[src/rtl/riscv_pkg.sv]
// Shared RV32 datapath widths, ALU/result-select encodings and the EX pipeline record.
package riscv_pkg;
  localparam int XLEN = 32;
  localparam int REGW = 5;

  localparam logic [2:0] ALU_ADD = 3'b000;
  localparam logic [2:0] ALU_SUB = 3'b001;
  localparam logic [2:0] ALU_AND = 3'b010;
  localparam logic [2:0] ALU_OR  = 3'b011;
  localparam logic [2:0] ALU_SLT = 3'b100;

  localparam logic [1:0] RES_ALU  = 2'b00;
  localparam logic [1:0] RES_LOAD = 2'b01;
  localparam logic [1:0] RES_PC4  = 2'b10;

  // Operand source selects produced by the forwarding unit.
  localparam logic [1:0] FWD_REG = 2'b00;
  localparam logic [1:0] FWD_WB  = 2'b01;
  localparam logic [1:0] FWD_MEM = 2'b10;

  typedef struct packed {
    logic            valid;
    logic [XLEN-1:0] pc;
    logic [XLEN-1:0] rd1;
    logic [XLEN-1:0] rd2;
    logic [XLEN-1:0] imm;
    logic [REGW-1:0] rs1;
    logic [REGW-1:0] rs2;
    logic [REGW-1:0] rd;
    logic [2:0]      alu_control;
    logic            alu_src;
    logic            reg_write;
    logic            mem_write;
    logic [1:0]      result_src;
  } ex_reg_t;

  // MEM is the younger producer, so it beats WB; x0 is never forwarded.
  function automatic logic [1:0] fwd_sel(input logic [REGW-1:0] rs,
                                         input logic [REGW-1:0] mem_rd,
                                         input logic            mem_we,
                                         input logic [REGW-1:0] wb_rd,
                                         input logic            wb_we);
    if (mem_we && (mem_rd != '0) && (mem_rd == rs)) return FWD_MEM;
    if (wb_we && (wb_rd != '0) && (wb_rd == rs))    return FWD_WB;
    return FWD_REG;
  endfunction
endpackage

[src/rtl/fwd_unit.sv]
// Combinational EX operand forwarding selects for rs1 and rs2.
module fwd_unit
  import riscv_pkg::*;
(
  input  logic [REGW-1:0] ex_rs1,
  input  logic [REGW-1:0] ex_rs2,
  input  logic [REGW-1:0] mem_rd,
  input  logic            mem_reg_write,
  input  logic [REGW-1:0] wb_rd,
  input  logic            wb_reg_write,
  output logic [1:0]      fwd_a,
  output logic [1:0]      fwd_b
);
  assign fwd_a = fwd_sel(ex_rs1, mem_rd, mem_reg_write, wb_rd, wb_reg_write);
  assign fwd_b = fwd_sel(ex_rs2, mem_rd, mem_reg_write, wb_rd, wb_reg_write);
endmodule

[src/rtl/id_ex_stage.sv]
// ID/EX pipeline register with MEM/WB operand forwarding and load-use hazard detection.
module id_ex_stage
  import riscv_pkg::*;
(
  input  logic            clk,
  input  logic            reset,
  input  logic            stall,
  input  logic            flush,
  input  logic            id_valid,
  input  logic [XLEN-1:0] id_rd1,
  input  logic [XLEN-1:0] id_rd2,
  input  logic [XLEN-1:0] id_imm,
  input  logic [XLEN-1:0] id_pc,
  input  logic [REGW-1:0] id_rs1,
  input  logic [REGW-1:0] id_rs2,
  input  logic [REGW-1:0] id_rd,
  input  logic [2:0]      id_alu_control,
  input  logic            id_alu_src,
  input  logic            id_reg_write,
  input  logic            id_mem_write,
  input  logic [1:0]      id_result_src,
  input  logic [REGW-1:0] mem_rd,
  input  logic            mem_reg_write,
  input  logic [XLEN-1:0] mem_fwd_data,
  input  logic [REGW-1:0] wb_rd,
  input  logic            wb_reg_write,
  input  logic [XLEN-1:0] wb_result,
  output logic            load_use_stall,
  output logic            ex_valid,
  output logic [XLEN-1:0] src_A,
  output logic [XLEN-1:0] src_B,
  output logic [2:0]      alu_control,
  output logic [XLEN-1:0] ex_write_data,
  output logic [XLEN-1:0] ex_pc,
  output logic [REGW-1:0] ex_rd,
  output logic            ex_reg_write,
  output logic            ex_mem_write,
  output logic [1:0]      ex_result_src
);
  ex_reg_t         ex_q, ex_d;
  logic            rs2_used;
  logic [1:0]      fwd_a, fwd_b;
  logic [XLEN-1:0] fwd_a_val, fwd_b_val;

  // rs2 only matters when it feeds the ALU or supplies store data.
  assign rs2_used = !id_alu_src || id_mem_write;

  assign load_use_stall = id_valid && !flush && ex_q.valid &&
                          (ex_q.result_src == RES_LOAD) && (ex_q.rd != '0) &&
                          ((ex_q.rd == id_rs1) || ((ex_q.rd == id_rs2) && rs2_used));

  always_comb begin
    ex_d = ex_q;
    if (flush) begin
      ex_d = '0;
    end else if (stall) begin
      ex_d = ex_q;
    end else if (load_use_stall) begin
      ex_d = '0;
    end else begin
      ex_d.valid       = id_valid;
      ex_d.pc          = id_pc;
      ex_d.rd1         = id_rd1;
      ex_d.rd2         = id_rd2;
      ex_d.imm         = id_imm;
      ex_d.rs1         = id_rs1;
      ex_d.rs2         = id_rs2;
      ex_d.rd          = id_rd;
      ex_d.alu_control = id_alu_control;
      ex_d.alu_src     = id_alu_src;
      ex_d.reg_write   = id_reg_write;
      ex_d.mem_write   = id_mem_write;
      ex_d.result_src  = id_result_src;
    end
  end

  always_ff @(posedge clk or posedge reset) begin
    if (reset) ex_q <= '0;
    else       ex_q <= ex_d;
  end

  fwd_unit u_fwd (
    .ex_rs1        (ex_q.rs1),
    .ex_rs2        (ex_q.rs2),
    .mem_rd        (mem_rd),
    .mem_reg_write (mem_reg_write),
    .wb_rd         (wb_rd),
    .wb_reg_write  (wb_reg_write),
    .fwd_a         (fwd_a),
    .fwd_b         (fwd_b)
  );

  always_comb begin
    unique case (fwd_a)
      FWD_MEM: fwd_a_val = mem_fwd_data;
      FWD_WB:  fwd_a_val = wb_result;
      default: fwd_a_val = ex_q.rd1;
    endcase
    unique case (fwd_b)
      FWD_MEM: fwd_b_val = mem_fwd_data;
      FWD_WB:  fwd_b_val = wb_result;
      default: fwd_b_val = ex_q.rd2;
    endcase
  end

  assign src_A         = fwd_a_val;
  assign src_B         = ex_q.alu_src ? ex_q.imm : fwd_b_val;
  assign ex_write_data = fwd_b_val;
  assign alu_control   = ex_q.alu_control;
  assign ex_valid      = ex_q.valid;
  assign ex_pc         = ex_q.pc;
  assign ex_rd         = ex_q.rd;
  assign ex_reg_write  = ex_q.valid && ex_q.reg_write;
  assign ex_mem_write  = ex_q.valid && ex_q.mem_write;
  assign ex_result_src = ex_q.result_src;
endmodule

[config.mk]
export PLATFORM = sky130hd
export DESIGN_NAME = id_ex_stage
export DESIGN_NICKNAME = d
export VERILOG_FILES = /design/src/rtl/riscv_pkg.sv /design/src/rtl/fwd_unit.sv /design/src/rtl/id_ex_stage.sv
export SDC_FILE = /design/constraint.sdc
export NUM_CORES = 1
export LEC_CHECK = 0
export CAP_MARGIN = 20
export CORE_AREA = 2 2 144 146
export CTS_BUF_LIST = sky130_fd_sc_hd__clkbuf_8
export DETAILED_ROUTE_END_ITERATION = 12
export DIE_AREA = 0 0 146 148
export HOLD_SLACK_MARGIN = 0.02
export MAX_ROUTING_LAYER = met4
export PLACE_DENSITY = 0.87
export RECOVER_POWER = 50
export SLEW_MARGIN = 15
export SYNTH_ARGS = -nofsm -noshare
export SYNTH_HDL_FRONTEND = slang
export SYNTH_SLANG_ARGS = --single-unit
[constraint.sdc]
create_clock -name clk -period 7.7 [get_ports clk]
set_input_delay 0.77 -clock clk [delete_from_list [all_inputs] [get_ports clk]]
set_output_delay 0.77 -clock clk [all_outputs]
set_load 0.005 [all_outputs]
## Word-level counts from Yosys, hierarchy flattened

Index checks and enable logic that the tools add are counted.

| word-level totals | value |
|---|---|
| bits in registers | 152 |
| bits of input ports | 232 |
| word-level logic and storage cells | 66 |

| operators by class | value |
|---|---|
| equal/unequal tests | 12 |
| multiplexer cells | 20 |
| reductions and logical operators | 21 |

Operator list:

| operator | count |
|---|---|
| 152-bit two-way mux | 3 |
| 32-bit case mux with 2 select lines | 2 |
| 32-bit two-way mux | 1 |
| 5-bit == test | 6 |
| 2-bit two-way mux | 8 |
| 5-bit nonzero test | 3 |
| 1-bit logical AND | 14 |
| 2-bit by 1-bit == test with 1-bit output (second input constant) | 3 |
| 1-bit two-way mux | 6 |
| 2-bit == test (second input constant) | 2 |
| 1-bit zero test | 2 |
| 1-bit logical OR | 2 |
| 2-bit by 1-bit != test with 1-bit output (second input constant) | 1 |

## Logic depth before layout (Yosys ltp)

Gate-level depths: netlist of the first run.

| depth | value |
|---|---|
| depth in word-level cells | 10 |
| gate-level depth with buffers | 7 |

## Hierarchy

A second synthesis of the first run with hierarchy kept.

| unflattened totals | value |
|---|---|
| cell total of the unflattened synthesis | 1251 |
| area, all modules | 10628.9 um^2 |

By module, submodules not included:

| module | instances | cells an instance | area an instance (um^2) |
|---|---|---|---|
| id_ex_stage | 1 | 1217 | 10358.7 |
| fwd_unit | 1 | 34 | 270.3 |

## Least setup slack after synthesis of the first run

No wires, ideal clock.

| timing | value |
|---|---|
| path kind | input -> output |
| start point | input port wb_rd[0] |
| end point | output port src_B[10] |
| data arrival time | 2.372 ns |
| required time | 6.930 ns |
| setup slack | 4.558 ns |
| stages on the path | 7 |
| path buffers | 2 |
| cell sequence | or4_1 -> o21a_1 -> and4_1 -> clkbuf_1 -> buf_2 -> mux2i_1 -> a221oi_1 |

| on the way | value |
|---|---|
| longest elaborated chain between the ends | 10 |
| elaborated cells between the ends (all ways) | 13 |
| classes of those cells | 3 x eq/ne; 7 x mux; 3 x reduce/logical |

Ends and longest elaborated chain:

| item | RTL line | text |
|---|---|---|
| start, declared | id_ex_stage.sv:25 | `input logic [REGW-1:0] wb_rd,` |
| 5-bit nonzero test | riscv_pkg.sv:44 | `if (wb_we && (wb_rd != '0) && (wb_rd == rs)) return FWD_WB;` |
| 1-bit logical AND | riscv_pkg.sv:44 |  |
| 1-bit logical AND (*) | riscv_pkg.sv:44 |  |
| 1-bit two-way mux (2 in series) | riscv_pkg.sv:44 |  |
| 2-bit two-way mux (*) | riscv_pkg.sv:45 | `return FWD_REG;` |
| 2-bit two-way mux (*) | riscv_pkg.sv:44 |  |
| 2-bit by 1-bit == test with 1-bit output / 2-bit == test (equally long branches) | id_ex_stage.sv:99 | `unique case (fwd_b)` |
| 32-bit case mux with 2 select lines (*) | id_ex_stage.sv:99 |  |
| 32-bit two-way mux (*) | id_ex_stage.sv:107 | `assign src_B = ex_q.alu_src ? ex_q.imm : fwd_b_val;` |
| end, declared | id_ex_stage.sv:31 | `output logic [XLEN-1:0] src_B,` |

Mark *: on every way between the ends. The rest lies on a longest branch, timed or not. The select of a mux whose other input is x is not followed.

## Final worst setup path of the first run

| timing | value |
|---|---|
| start point | input port id_rs2[4] |
| end point | output port load_use_stall |

| on the way | value |
|---|---|
| longest elaborated chain between the ends | 4 |

Ends and longest elaborated chain:

| item | RTL line | text |
|---|---|---|
| start, declared | id_ex_stage.sv:15 | `input logic [REGW-1:0] id_rs2,` |
| 5-bit == test | id_ex_stage.sv:50 | `((ex_q.rd == id_rs1) \|\| ((ex_q.rd == id_rs2) && rs2_used));` |
| 1-bit logical AND | id_ex_stage.sv:50 |  |
| 1-bit logical OR | id_ex_stage.sv:50 |  |
| 1-bit logical AND | id_ex_stage.sv:49 | `(ex_q.result_src == RES_LOAD) && (ex_q.rd != '0) &&` |
| end, declared | id_ex_stage.sv:28 | `output logic load_use_stall,` |

No other way between the ends.

==> run summary, run 1 <==
Worst path max stage delay = 1220 ps
Crit path DAT = 4320 ps
Post-synth top flop = dfrtp_1
#FFs+latches synth = 152
Total GRT Usage = 0.315
Post-CTS setup buffer count = 0
Post-DRT Antenna Nets = 0
Post-synth ARST share = 1.00
IO Pins = 374
Post-placement cell area = 13100 um^2
Post-Syn Area = 9660 um^2
Post-Synthesis Cells = 1109
Die Y = 148 um
Post-DP HPWL = 23.9 mm
Setup Skew = 14.6 ps
Peak supply drop = 0.122 mV
Worst setup SP type = input pin
Power, Total = 1.98 mW
Period Utilization, post-route = 0.661
Register area share after synthesis = 0.394
Slowest CP cell = clkbuf_1
Distinct cells, synth = 27
Root Driver = clkbuf_8
Pre-CTS WS = 2960 ps
Fin. max-slew vios = 187
Antenna violations before repair = 0
Final worst setup slack = 2610 ps
RePlAce Congestion = 0.977
Yosys Warn Count = 0
Fillers = 1669
Core Box Area = 20000 um^2
CTS clk-pin slew, worst paths = 90 ps
Global-route congestion overflow total = 0
Layout cells sized above 1 = 0.0394
Chip width = 146 um
CP delay by family, top = buffers and inverters
DR WL/cell = 20.6 um
Clock latency on the worst-skew pair = 450 ps
Cts repair resizes = 0
Power Density = 146 nW/um^2
Max_slew headroom = -1.39
RSZ-0062 raised after global routing = no
Final setup vio count = 0
Vias per inst = 5.76
Number of inserted diodes = 0
Fin. Hold Viols = 0
Total CTS buffers = 17
WP buf/inv = 3
Total wire length = 33.7 mm
Crit end category = output pin
Routed vias = 9460
Final instance area = 13500 um^2
Commonest non-fill, non-tap cell in the layout = clkdlybuf4s50_1
First drt pass iteration count = 5
Most frequent cells in the layout = clkdlybuf4s50_1, inv_1, o41ai_1
Max-Cap Viols = 3
Initial detailed-routing violation count = 644
CTS tree = done
Deepest clock path buffer count = 2
Static leakage = 5.74 nW
Largest net degree at the start of global routing = 121
Worst-Margin Slew = 3570 ps
Num rows = 52
CP required = 6930 ps
Final min period = 5090 ps
Remaining DRCs = 0
Syn_area_per_cell = 8.71 um^2
H-tree depth = 4
Failing checks = capacitance limit, slew limit
Number of flops mapped to enable cells by yosys = 0
Fmax = 0.196 GHz
Setup TNS = 0 ps
Crit path max fanout = 31
Syn Nets = 1341
CP Cell Sequence = dlygate4sd3_1 -> xor2_1 -> nor4_1 -> o211ai_1 -> a211oi_4 -> clkbuf_1 -> nor2b_1 -> clkdlybuf4s50_1
Critical path type = in -> out
Status = finished with violations
Initial Utilization = 0.482
Global-route wire length before repair = 51.8 mm
Vias in the first global route = 9265
Worst Hold Class = reg -> reg
CTS sink count = 152
Die area = 21600 um^2
Final-stage net count = 1591
Port bufs = 373
Cts hold-fix bufs = 0
Synth-to-Final Area Change = 39.9%
metal layers:
metal  GRT usage  routed length (um)  part of all wire  vias to the layer above
met4       0.141                1410             0.042                        0
met5           -                   0                 0                        -
met3      0.0812                2860             0.085                       89
met1       0.395               13600              0.40                     4521
li1            -                   -                 -                     4403
met2       0.483               15800              0.47                      447
worst paths after layout:
path / startpoint / to / slack (ps) / cells after the start
setup / recovery: id_rs2[4] / load_use_stall / 2610 / 8
min in group asynchronous: reset / ex_pc[9] / 1810 / 2
hold reg to reg: ex_q[3] / ex_q[3] / 480 / 2
max in group asynchronous: reset / ex_q[4] / 2720 / 3
setup reg to reg: ex_rd[4] / ex_q[99] / 4090 / 7
hold / removal: ex_q[3] / ex_q[3] / 480 / 2
kinds of logic (layout without fill, tap and decap cells):
kind of cell           count (synthesis)  in the layout  synth area share
AND/OR/NAND/NOR                      269            269             0.158
AO/OA/AOI/OAI                        253            253             0.204
flip-flops                           152            152             0.394
multiplexers                          64             64            0.0663
buffers and inverters                341            603             0.151
XOR/XNOR                              30             30            0.0272
power by group:
group	switching (mW)	internal, mW	total, mW
Sequential	0.0327	0.843	0.875
Combinational	0.213	0.276	0.489
Clock	0.328	0.289	0.616
Total	0.573	1.41	1.98
area by class of cell:
| cell class | instances | area, um^2 | area share |
|---|---|---|---|
| timing repair buffer | 387 | 3860 | 0.285 |
| clock buffer | 17 | 234 | 0.0173 |
| multi-input combinational | 616 | 4440 | 0.328 |
| clock inverter | 14 | 151 | 0.0112 |
| sequential | 152 | 3800 | 0.281 |
| tap | 270 | 338 | 0.0250 |
| inverter | 185 | 696 | 0.0514 |
sequential cells by signal, summed over array words and instances (netlist names):
| register | cells |
|---|---|
| ex_result_src | 2 |
| alu_control | 3 |
| ex_pc | 32 |
| ex_valid | 1 |
| ex_rd | 5 |
| ex_q | 109 |
cells in the mapped netlist (32+ instances only):
master	count	area (um^2)
inv_1	185	694
nand3b_1	112	841
mux2i_1	64	641
dfrtp_1	152	3800
nor3_1	37	185
nor2_1	34	128
o21ai_0	32	160
buf_4	43	323
a221oi_1	32	280
clkbuf_1	98	368
o41ai_1	152	1330
nand2_1	72	270
a21oi_1	32	160
worst register-to-register path: stages (launching register included):
cell and delay (ps):
dfrtp_1 460, xor2_1 190, nor4_1 300, o211ai_1 190, a211oi_4 270, clkbuf_1 1220, buf_4 650, o41ai_1 160
metrics by stage:
step / hold slack, ps / util / cells
final: 480 / 0.675 / 1641
after global routing: 508 / 0.675 / 1641
after CTS: 483 / 0.674 / 1640
after detailed placement: 460 / 0.655 / 1609
after global placement: 452 / 0.655 / 1609
after floorplan: 436 / - / 1109
Power figures use the tool's default switching activity.
==> inputs of run 2 (changes only) <==
- CORE_AREA: 2 2 144 146 -> default
- CORE_UTILIZATION: default -> 41
- DIE_AREA: 0 0 146 148 -> default
- PLACE_DENSITY: 0.87 -> 0.79
- clock period: 7.7 -> 4.5 ns (I/O delays scaled with it)
==> run 2 against run 1 <==
- the flow still finishes with violations (capacitance limit, slew limit)
- wire length up 2.5%
- sequential cell count stayed put
- register-to-register slack worse by 3000 ps
- clock power increased by 74%
- non-clock buffer count is 1 higher
- final cell count is 2.9% higher
- clock-buffer cell count is the same
- critical path depth did not move
- setup slack got worse by 2100 ps
- sequential share of layout area down 0.15 points
- combinational power is 72% higher
- largest cell class unchanged
==> run summary, run 2 (same netlist as run 1, synthesis figures left out) <==
Clock latency on the worst-skew pair = 450 ps
Vias per inst = 5.57
Slowest CP cell = and4_2
CTS sink count = 152
Commonest non-fill, non-tap cell in the layout = clkdlybuf4s50_1
Die Y = 156 um
Largest net degree at the start of global routing = 153
DR top layer = met4
Number of flip-flops in the largest register = 109
Global-route wire length before repair = 53.2 mm
Final instance area = 13600 um^2
CP dominant cell by count = clkdlybuf4s50_1
CP Cell Sequence = clkdlybuf4s50_1 -> xor2_1 -> nor3_1 -> and4_2 -> buf_4 -> mux2i_1 -> a221oi_1 -> clkdlybuf4s50_1
Post-DRT Antenna Nets = 0
Total CTS buffers = 17
Fin. max-slew vios = 243
Post-DP HPWL = 24.6 mm
Global-route congestion overflow total = 0
CTS tree = done
Metal2 WL = 16.2 mm
Chip width = 156 um
Worst-Margin Slew = 2590 ps
CP required = 4050 ps
Vias in the first global route = 9159
CTS clk-pin slew, worst paths = 90 ps
Root Driver = clkbuf_8
Final setup vio count = 0
Post-CTS setup buffer count = 0
Layout cells sized above 1 = 0.0401
Die area = 24200 um^2
Most frequent cells in the layout = clkdlybuf4s50_1, inv_1, o41ai_1
Period Utilization, post-route = 0.886
First drt pass iteration count = 6
H-tree depth = 4
Fmax = 0.251 GHz
Post-placement cell area = 13200 um^2
Status = finished with violations
Total GRT Usage = 0.295
Final core utilization = 0.595
Routed vias = 9413
DR WL/cell = 20.5 um
Cts hold-fix bufs = 0
Cts repair resizes = 0
RSZ-0062 raised after global routing = no
Crit end category = output pin
Initial detailed-routing violation count = 893
Worst setup SP type = input pin
Fin. Hold Viols = 0
Power Density = 251 nW/um^2
Failing checks = capacitance limit, slew limit
Static leakage = 5.76 nW
Antenna violations before repair = 3
Core Box Area = 22800 um^2
Deepest clock path buffer count = 2
Crit path DAT = 3540 ps
Fin cells = 1689
Worst Hold Class = reg -> reg
Critical path type = in -> out
Crit path max fanout = 27
Max_slew headroom = -0.729
Port bufs = 373
Initial Utilization = 0.423
Routed met1 length = 14.6 mm
RePlAce Congestion = 0.911
Worst hold margin = 484 ps
Peak supply drop = 0.178 mV
Max-Cap Viols = 3
Remaining DRCs = 0
DR WL met3 = 2.67 mm
Setup TNS = 0 ps
Synth-to-Final Area Change = 40.7%
Setup Skew = 16.7 ps
Total wire length = 34.6 mm
Worst path max stage delay = 920 ps
Final-stage net count = 1592
Largest reg by FF count = ex_q
Final min period = 3990 ps
Num rows = 55
IO Pins = 374
Placed Cells = 1654
==> run 2: cell count changes in the layout (fill, tap and decap cells not counted), moves of 2 or more <==
cell	change
clkinvlp_4	-4
bufinv_16	-2
diode_2	+3
clkdlybuf4s50_1	+2
dlygate4sd3_1	-2
clkinv_8	+4
inv_8	+5
==> run 2: worst max-delay path: cells and delay by family <==
family                 cells  cell delay (ps)
buffers and inverters      3             1360
AND/OR/NAND/NOR            2             1080
AO/OA/AOI/OAI              1              290
XOR/XNOR                   1              190
multiplexers               1              130
==> run 2: area by class of cell <==
type	instances	area, um^2
fillers	2007	9250
multi-input cells	616	4430
repair buffers	388	3860
clock inverters	15	174
flip-flops and latches	152	3800
inverters	185	696
diodes	3	7.51
clock buffers	17	234
well taps	313	392
==> run 2: path summary, 6_finish.rpt <==
| path | slack, ps | endpoint | start | cells past startpoint |
|---|---|---|---|---|
| worst max-delay path | 510 | src_B[20] | wb_rd[1] | 8 |
| worst min-delay path | 480 | ex_pc[0] | ex_pc[0] | 2 |
| worst max register to register | 1090 | ex_q[94] | ex_rd[4] | 6 |
| worst min register to register | 480 | ex_pc[0] | ex_pc[0] | 2 |
| max in group asynchronous | 980 | ex_q[4] | reset | 3 |
| min in group asynchronous | 560 | ex_pc[27] | reset | 2 |
==> run 2: routing by layer <==
| metal | up-vias | track usage |
|---|---|---|
| met1 | 4502 | 0.384 |
| met4 | 0 | 0.105 |
| met3 | 65 | 0.0635 |
| met5 | - | - |
| li1 | 4405 | - |
| met2 | 441 | 0.452 |
==> run 2: per-stage QoR <==
step	power (mW)	setup WS, ps
3_5_place_dp	2.37	525
6_report	3.41	514
5_1_grt	3.57	318
4_1_cts	3.45	536
2_1_floorplan	1.87	2000
3_3_place_gp	2.36	515
==> run 2: power by group <==
part           leakage (nW)  switching [mW]  internal [mW]
clock network         0.206           0.642          0.426
logic                  3.53           0.365          0.474
registers              2.02          0.0577           1.44
total                  5.76            1.06           2.34
